==> src/rtl/idli_alu_m.sv <==
// -----------------------------------------------------------------------------
// idli_pkg / idli_alu_m
//
// Bit-serial execute stage. A 16-bit operation is processed as four 4-bit
// slices over four consecutive cycles, least-significant slice first. Carry and
// zero state ride across slices. The final Z/C flags are registered for the
// branch logic.
//
// Optional feature macro: IDLI_ALU_SHIFT_EN
//   defined   -> ops 6/7 execute SRL/SLL using the neighbour bits
//   undefined -> ops 6/7 are illegal; i_alu_lhs_next/i_alu_lhs_prev are ignored
//
// Ports
//   i_alu_gck, i_alu_rst_n        clock / async active-low reset
//   i_alu_start                   start request (accepted only when idle)
//   i_alu_op, i_alu_wr, i_alu_dst operation, write-back enable, destination
//   i_alu_lhs_data/rhs_data       operand slices from the register file
//   i_alu_lhs_next/lhs_prev       LHS bits just above / below the slice
//   o_alu_busy                    running after the accept cycle
//   o_alu_dst/_en/_data           register-file write port for this slice
//   o_alu_done                    last slice cycle
//   o_alu_illegal                 accept of an unsupported op
//   o_alu_flag_z/_c               registered zero / carry flags
// -----------------------------------------------------------------------------
package idli_pkg;
  typedef logic [15:0] data_t;
  typedef logic [3:0]  slice_t;
  typedef logic [3:0]  reg_t;

  typedef enum logic [2:0] {
    OP_ADD  = 3'd0,
    OP_SUB  = 3'd1,
    OP_AND  = 3'd2,
    OP_OR   = 3'd3,
    OP_XOR  = 3'd4,
    OP_ANDN = 3'd5,
    OP_SRL  = 3'd6,
    OP_SLL  = 3'd7
  } alu_op_e;
endpackage

module idli_alu_m
  import idli_pkg::*;
(
  input  logic   i_alu_gck,
  input  logic   i_alu_rst_n,
  input  logic   i_alu_start,
  input  logic   [2:0] i_alu_op,
  input  logic   i_alu_wr,
  input  reg_t   i_alu_dst,
  input  slice_t i_alu_lhs_data,
  input  slice_t i_alu_rhs_data,
  input  logic   i_alu_lhs_next,
  input  logic   i_alu_lhs_prev,
  output logic   o_alu_busy,
  output reg_t   o_alu_dst,
  output logic   o_alu_dst_en,
  output slice_t o_alu_dst_data,
  output logic   o_alu_done,
  output logic   o_alu_illegal,
  output logic   o_alu_flag_z,
  output logic   o_alu_flag_c
);

`ifdef IDLI_ALU_SHIFT_EN
  localparam logic SHIFT_EN = 1'b1;
`else
  localparam logic SHIFT_EN = 1'b0;
  logic unused_shift_bits;
  assign unused_shift_bits = i_alu_lhs_next ^ i_alu_lhs_prev;
`endif

  // State
  logic    run_q, run_d;
  logic    [1:0] cnt_q, cnt_d;
  logic    carry_q, carry_d;
  logic    zacc_q, zacc_d;
  alu_op_e op_q, op_d;
  logic    wr_q, wr_d;
  reg_t    dst_q, dst_d;
  logic    ill_q, ill_d;
  logic    flag_z_q, flag_z_d;
  logic    flag_c_q, flag_c_d;

  // Per-cycle decode and datapath
  logic    accept, active, slice_first, slice_last;
  alu_op_e op_cur;
  logic    wr_cur, ill_cur, ill_in;
  reg_t    dst_cur;
  logic    cin, cout, shift_next, shift_prev, res_zero;
  slice_t  rhs_eff, res;
  logic    [4:0] sum;

  // NOTE: every variable assigned in an always_comb gets a default at the top
  // so no path leaves it unassigned and no latch is inferred.
  always_comb begin
    // Gating with reset keeps the write port quiet while reset is asserted.
    accept      = i_alu_start & ~run_q & i_alu_rst_n;
    active      = run_q | accept;
    slice_first = (cnt_q == 2'd0);
    slice_last  = (cnt_q == 2'd3);

    // Ops 6/7 only exist when the shift feature is built in.
    ill_in  = ~SHIFT_EN & i_alu_op[2] & i_alu_op[1];

    // The accept cycle decodes straight from the inputs; later slices use
    // the values latched on accept.
    op_cur  = run_q ? op_q  : alu_op_e'(i_alu_op);
    wr_cur  = run_q ? wr_q  : i_alu_wr;
    dst_cur = run_q ? dst_q : i_alu_dst;
    ill_cur = run_q ? ill_q : ill_in;

`ifdef IDLI_ALU_SHIFT_EN
    // Bits shifted in from beyond the 16-bit word are zero.
    shift_next = slice_last  ? 1'b0 : i_alu_lhs_next;
    shift_prev = slice_first ? 1'b0 : i_alu_lhs_prev;
`else
    shift_next = 1'b0;
    shift_prev = 1'b0;
`endif

    // SUB is lhs + ~rhs + 1, with the +1 injected as slice 0 carry-in.
    cin     = slice_first ? (op_cur == OP_SUB) : carry_q;
    rhs_eff = (op_cur == OP_SUB) ? ~i_alu_rhs_data : i_alu_rhs_data;
    sum     = {1'b0, i_alu_lhs_data} + {1'b0, rhs_eff} + {4'b0000, cin};
    cout    = sum[4];

    res = '0;
    case (op_cur)
      OP_ADD, OP_SUB: res = sum[3:0];
      OP_AND:         res = i_alu_lhs_data & i_alu_rhs_data;
      OP_OR:          res = i_alu_lhs_data | i_alu_rhs_data;
      OP_XOR:         res = i_alu_lhs_data ^ i_alu_rhs_data;
      OP_ANDN:        res = i_alu_lhs_data & ~i_alu_rhs_data;
      OP_SRL:         res = {shift_next, i_alu_lhs_data[3:1]};
      OP_SLL:         res = {i_alu_lhs_data[2:0], shift_prev};
      default:        res = '0;
    endcase
    res_zero = (res == 4'd0);

    // Next-state defaults: hold.
    run_d    = run_q;
    cnt_d    = cnt_q;
    carry_d  = carry_q;
    zacc_d   = zacc_q;
    op_d     = op_q;
    wr_d     = wr_q;
    dst_d    = dst_q;
    ill_d    = ill_q;
    flag_z_d = flag_z_q;
    flag_c_d = flag_c_q;

    if (active) begin
      cnt_d   = cnt_q + 2'd1;   // wraps 3 -> 0 at the end of the op
      carry_d = cout;
      zacc_d  = (slice_first | zacc_q) & res_zero;
    end

    if (accept) begin
      run_d = 1'b1;
      op_d  = alu_op_e'(i_alu_op);
      wr_d  = i_alu_wr;
      dst_d = i_alu_dst;
      ill_d = ill_in;
    end else if (run_q && slice_last) begin
      run_d = 1'b0;
      // An illegal op leaves the flags alone.
      if (!ill_q) begin
        flag_z_d = zacc_d;
        flag_c_d = ((op_q == OP_ADD) || (op_q == OP_SUB)) ? cout : 1'b0;
      end
    end
  end

  // NOTE: sequential state uses non-blocking assignments so all flops sample
  // their _d values from the same edge, regardless of statement order.
  // NOTE: every flop here is control/pipeline state (no storage arrays), so
  // all of it is reset to give a defined idle state after an abort.
  always_ff @(posedge i_alu_gck or negedge i_alu_rst_n) begin
    if (!i_alu_rst_n) begin
      run_q    <= 1'b0;
      cnt_q    <= 2'd0;
      carry_q  <= 1'b0;
      zacc_q   <= 1'b0;
      op_q     <= OP_ADD;
      wr_q     <= 1'b0;
      dst_q    <= '0;
      ill_q    <= 1'b0;
      flag_z_q <= 1'b0;
      flag_c_q <= 1'b0;
    end else begin
      run_q    <= run_d;
      cnt_q    <= cnt_d;
      carry_q  <= carry_d;
      zacc_q   <= zacc_d;
      op_q     <= op_d;
      wr_q     <= wr_d;
      dst_q    <= dst_d;
      ill_q    <= ill_d;
      flag_z_q <= flag_z_d;
      flag_c_q <= flag_c_d;
    end
  end

  assign o_alu_busy     = run_q;
  assign o_alu_dst      = active ? dst_cur : '0;
  assign o_alu_dst_en   = active & wr_cur & ~ill_cur;
  assign o_alu_dst_data = active ? res : '0;
  assign o_alu_done     = run_q & slice_last;
  assign o_alu_illegal  = accept & ill_in;
  assign o_alu_flag_z   = flag_z_q;
  assign o_alu_flag_c   = flag_c_q;

endmodule

==> config.mk <==
export PLATFORM = sky130hd
export DESIGN_NAME = idli_alu_m
export DESIGN_NICKNAME = d
export VERILOG_FILES = /design/src/rtl/idli_alu_m.sv
export SDC_FILE = /design/constraint.sdc
export NUM_CORES = 1
export LEC_CHECK = 0
export CAP_MARGIN = 25
export CORE_MARGIN = 2
export CORE_UTILIZATION = 29
export DETAILED_ROUTE_END_ITERATION = 16
export PLACE_DENSITY_LB_ADDON = 0.12
export SYNTH_ARGS = -nofsm -noshare
export SYNTH_HDL_FRONTEND = slang
export SYNTH_SLANG_ARGS = --single-unit
==> constraint.sdc <==
create_clock -name i_alu_gck -period 2.9 [get_ports i_alu_gck]
set_input_delay 0.58 -clock i_alu_gck [delete_from_list [all_inputs] [get_ports i_alu_gck]]
set_output_delay 0.58 -clock i_alu_gck [all_outputs]
set_load 0.02 [all_outputs]
Word-level counts from Yosys, hierarchy flattened
Cells that the tools add are included.

cells by class
  add/sub/neg operators = 3
  $mul = 0
  divide/modulo/power cells = 0
  magnitude comparators = 0
  equality and inequality tests = 9
  shift-type cells = 0
  muxes and demuxes = 13
  bitwise logic cells = 19
  reduce and logical (&&, ||, !) cells = 9

operators by type and width
  kind                                                              count
  4-bit case mux with 7 select lines                                1
  4-bit 2-to-1 mux                                                  4
  3-bit == test (second input constant)                             4
  1-bit AND                                                         8
  4-bit AND                                                         2
  1-bit 2-to-1 mux                                                  7
  3-bit by 1-bit == test with 1-bit output (second input constant)  2
  3-bit by 2-bit == test with 1-bit output (second input constant)  2
  3-bit logical NOT                                                 2
  4-bit by 4-bit adder with 5-bit output                            1
  5-bit by 1-bit adder with 5-bit output                            1
  4-bit logical NOT                                                 1
  1-bit NOT                                                         4
  4-bit NOT                                                         1
  4-bit bitwise OR                                                  1
  4-bit bitwise XOR                                                 1
  3-bit 2-to-1 mux                                                  1
  3-bit AND reduction                                               1
  2-bit by 1-bit adder with 2-bit output (second input constant)    1
  2-bit == test (second input constant)                             1
  2-bit logical NOT                                                 1
  1-bit bitwise OR                                                  2
  2-bit nonzero test                                                1
  2-bit OR reduction                                                1
  other kinds (2)                                                   2

word-level totals
  bits in registers = 16
  bits in latches = 0
  RAM bits = 0
  ROM bits = 0
  input port bits = 21
  output and inout bits = 14
  word-level logic and storage cells = 63
  memories = 0

Depth between registers and ports, before layout
  word-level depth = 9
  mapped depth = 13
  mapped depth without buffers = 12

Worst setup path before layout
No wires, ideal clock.

  path kind = register to output
  from = register run_q, in the netlist o_alu_busy
  to = output o_alu_dst_data[1]
  arrival = 2.734 ns
  data required time = 2.320 ns
  setup slack = -0.414 ns
  cell stages (with the launch flop) = 11
  path buffers = 1
  cells stage by stage = dfrtp_1 > buf_6 > nor3_1 > a21o_1 > nand2_1 > xnor2_1 > fa_1 > fa_1 > a21oi_1 > a22oi_1 > nor2_1

between the ends
  cells in the longest elaborated chain, start to end = 7
  elaborated cells between the ends (all ways) = 20
  classes of those cells = add/sub (2); eq/ne (7); mux (5); bitwise (4); reduce/logical (2)

ends and longest elaborated chain
  item                                      RTL line       source
  start: declaration                        74             logic run_q, run_d;
  start signal: assignment                  192            run_q <= run_d;
  3-bit 2-to-1 mux                          108            op_cur = run_q ? op_q : alu_op_e'(i_alu_op);
  3-bit by 1-bit == test with 1-bit output  123, 124, 129
  4-bit 2-to-1 mux                          124            rhs_eff = (op_cur == OP_SUB) ? ~i_alu_rhs_data : i_alu_rhs_data;
  4-bit by 4-bit adder with 5-bit output    125            sum = {1'b0, i_alu_lhs_data} + {1'b0, rhs_eff} + {4'b0000, cin};
  5-bit by 1-bit adder with 5-bit output    125
  4-bit case mux with 7 select lines        129            case (op_cur)
  4-bit 2-to-1 mux (*)                      208            assign o_alu_dst_data = active ? res : '0;
  end: declaration                          58             output slice_t o_alu_dst_data,

Every way passes the cells marked *; elsewhere a longest branch is shown, timed or not.

Final worst setup path
Ends and elaborated chain as after synthesis.

==> flow_metrics.py <==
metrics = {
    "status": {
        "status": "finished with violations",
        "violations": "setup timing",
    },
    "timing": {
        "rsz0062_at_grt": "true",
        "max_freq_ghz": 0.316,
        "worst_slack_ps": -261,
        "slew_viol_final": 0,
        "tightest_slew_ps": 466,
        "hold_viol_final": 0,
        "finalCritPeriodShare": 1.09,
        "timing.hold.ws_ps": 484,
        "setup_violations": 4,
        "fin_tns_setup_ps": -875,
        "fin_crit_ps": 3160,
        "skew_ps": 10.5,
        "timing.slew.headroom": 0.686,
    },
    "synth": {
        "synth_top_area_share": 0.296,
        "yosys-top-cells-count": "43 x nand2_1, 16 x dfrtp_1, 15 x inv_1",
        "synth_area_leaders": "dfrtp_1 30%, nand2_1 12%, ha_1 9.3%",
        "yosysTopAreaCell": "dfrtp_1",
        "ys_seq_area_frac": 0.296,
        "synth.net_count": 199,
        "synth_edf_count": 0,
        "syn_area_per_cell_sq_um": 8.15,
        "ys.flop_type": "dfrtp_1",
        "synth.most_common_cell": "nand2_1",
        "yosys_warnings": 0,
        "syn_area_sq_um": 1350,
        "ys_types": 39,
        "netlist_instances": 166,
        "synth.ff_latch_count": 16,
        "synthArstFlopShare": 1.00,
    },
    "final_layout": {
        "antenna_cells": 0,
        "stdcell_count": 297,
        "layout-drive-gt1-share": 0.367,
        "final_util": 0.512,
        "fin_area_sq_um": 2260,
        "area_growth_pct": 67.0,
        "nNetsFinal": 279,
    },
    "detailed_routing": {
        "drc": 0,
        "route.detailed.wl_per_inst_um": 13.5,
        "vias": 1448,
        "ant_nets": 0,
        "drt_pass1_iterations": 4,
        "via_per_inst": 4.88,
        "first_iter_violations": 50,
        "routed_wirelength_mm": 4.02,
    },
    "clock_tree": {
        "clock_latency_ps": 250,
        "cts_tree": "done",
        "clock-sinks": 16,
        "clk_pin_slew_ps": 70,
        "htree_levels": 1,
        "cts_hold_buf": 0,
        "root_buffer": "clkbuf_8",
        "cts_buffers": 3,
        "clk_path_buf_depth": 2,
    },
    "critical_path": {
        "cp_cell_sequence": "nor3_4, a21o_1, nand2_4, nor2_4, a21oi_2, fa_2, fa_2, a21oi_2, a22oi_2, nor2_2, buf_6",
        "crit_buf_inv": 1,
        "cpPeakStageDelay_ps": 540,
        "crit_fanout": 6,
        "cp.arrival_ps": 2580,
        "cp_slowest_cell": "fa_2",
        "crit_family": "adder cells",
        "crit_type": "flop to output pin",
        "cp-end-kind": "output pin",
        "cp.required_ps": 2320,
        "cp-start-kind": "flop",
    },
    "placement": {
        "placed_cells": 286,
        "post-dp-hpwl_mm": 3.18,
        "dpl_cell_area_sq_um": 2060,
        "gp_congestion": 0.934,
        "numPortBuffers": 32,
    },
    "power_and_ir_drop": {
        "power.density_nw_per_um2": 1160,
        "max-vdd-ir-drop_mv": 0.577,
        "leakagePower_nw": 1.09,
    },
    "die": {
        "core-area_sq_um": 4410,
        "num_rows": 24,
        "start_util": 0.306,
        "die-area_sq_um": 5230,
        "die_x_um": 72.3,
        "dieHeight_um": 72.3,
        "top_level_ports": 35,
    },
    "global_route": {
        "antenna_found_initial": 0,
        "grt_pass1_wl_mm": 6.67,
        "grt_use_total": 0.160,
        "grt-ovfl-total": 0,
        "grt_max_degree": 17,
        "grt_pass1_vias": 1501,
    },
    "hold_path": {
        "hold_path_class": "flop to flop",
    },
    "job": {
        "cap_violations": 0,
    },
}
## layout by cell type (no fill, tap or decap), types with 2 or more instances in the layout
master / n
o21ai_0: 4
nor2_1: 5
nand3_1: 7
xnor2_1: 2
nand4_1: 3
inv_1: 15
nor2_2: 5
nand2_1: 41
ha_4: 2
a21o_1: 4
nand2b_1: 4
dfrtp_1: 15
ha_1: 8
clkdlybuf4s50_1: 25
a21oi_1: 7
fa_2: 2
a31oi_1: 2
xnor2_2: 3
a21oi_2: 4
mux2_4: 2
clkbuf_8: 3
buf_6: 6
a221oi_2: 2
buf_4: 45
## per-stage QoR
stage / setup WS (ps) / power, W
3_5_place_dp: -1140 / 0.00219
6_report: -261 / 0.00262
3_3_place_gp: -1100 / 0.00216
5_1_grt: -390 / 0.00282
4_1_cts: -356 / 0.00254
2_1_floorplan: -135 / 0.00142
## worst min-delay path, stage by stage, from the launching register on
cell and delay, ps:
dfrtp_1 350, nand2_1 50, nand2_1 60
## kinds of logic (layout without fill, tap and decap cells)
group	count (synthesis)	count (layout)	synth area share
buf+inv	18	97	0.0555
fa+ha+maj	12	12	0.122
mux	7	7	0.0795
compound gates	33	33	0.168
simple gates	74	74	0.240
flops	16	16	0.296
xor+xnor	6	6	0.0389
## metal layers
metal	wire length, um	GRT usage
met2	1990	0.273
met3	116	0.0264
met4	21	0.0419
met1	1890	0.210
met5	0	0
## power by group
group / switching [W] / internal, W / leakage (nW) / total, W
combinational: 0.000970 / 0.00106 / 0.866 / 0.00203
sequential: 0.0000714 / 0.000334 / 0.199 / 0.000405
clock: 0.0000787 / 0.0000973 / 0.0228 / 0.000176
## registers in the layout, summed over array words and instances, names as in the netlist
| signal | count |
|---|---|
| op_q | 3 |
| zacc_q | 1 |
| ill_q | 1 |
| dst_q | 4 |
| o_alu_flag_c | 1 |
| o_alu_flag_z | 1 |
| carry_q | 1 |
| cnt_q | 2 |
| o_alu_busy | 1 |
| wr_q | 1 |
## layout make-up
type                            instances  area (sq um)
Inverter                               15          56.3
Multi-Input combinational cell        132          1020
Tap cell                               52          65.1
Timing Repair Buffer                   78           671
Fill cell                             414          2160
Sequential cell                        16           402
Clock buffer                            4          45.0
## repair_timing
item | 4_1_cts | 5_1_grt
setup buffers | 5 | 5
pin swaps | 12 | 19
resized for setup | 38 | 14
setup endpoints to repair | 6 | 10
## final timing paths
kind	start	end	slack [ps]	cells after the start
max in group asynchronous	i_alu_rst_n	o_alu_busy$_DFFE_PN0P_	1890	3
max reg2reg	o_alu_busy$_DFFE_PN0P_	o_alu_flag_z$_DFFE_PN0P_	150	12
min	dst_q[1]$_DFFE_PN0P_	dst_q[1]$_DFFE_PN0P_	480	2
max	o_alu_busy$_DFFE_PN0P_	o_alu_dst_data[1]	-260	11
min in group asynchronous	i_alu_rst_n	ill_q$_DFFE_PN0P_	810	3
min reg2reg	dst_q[1]$_DFFE_PN0P_	dst_q[1]$_DFFE_PN0P_	480	2
No activity file was read; power rests on OpenSTA's default activity.
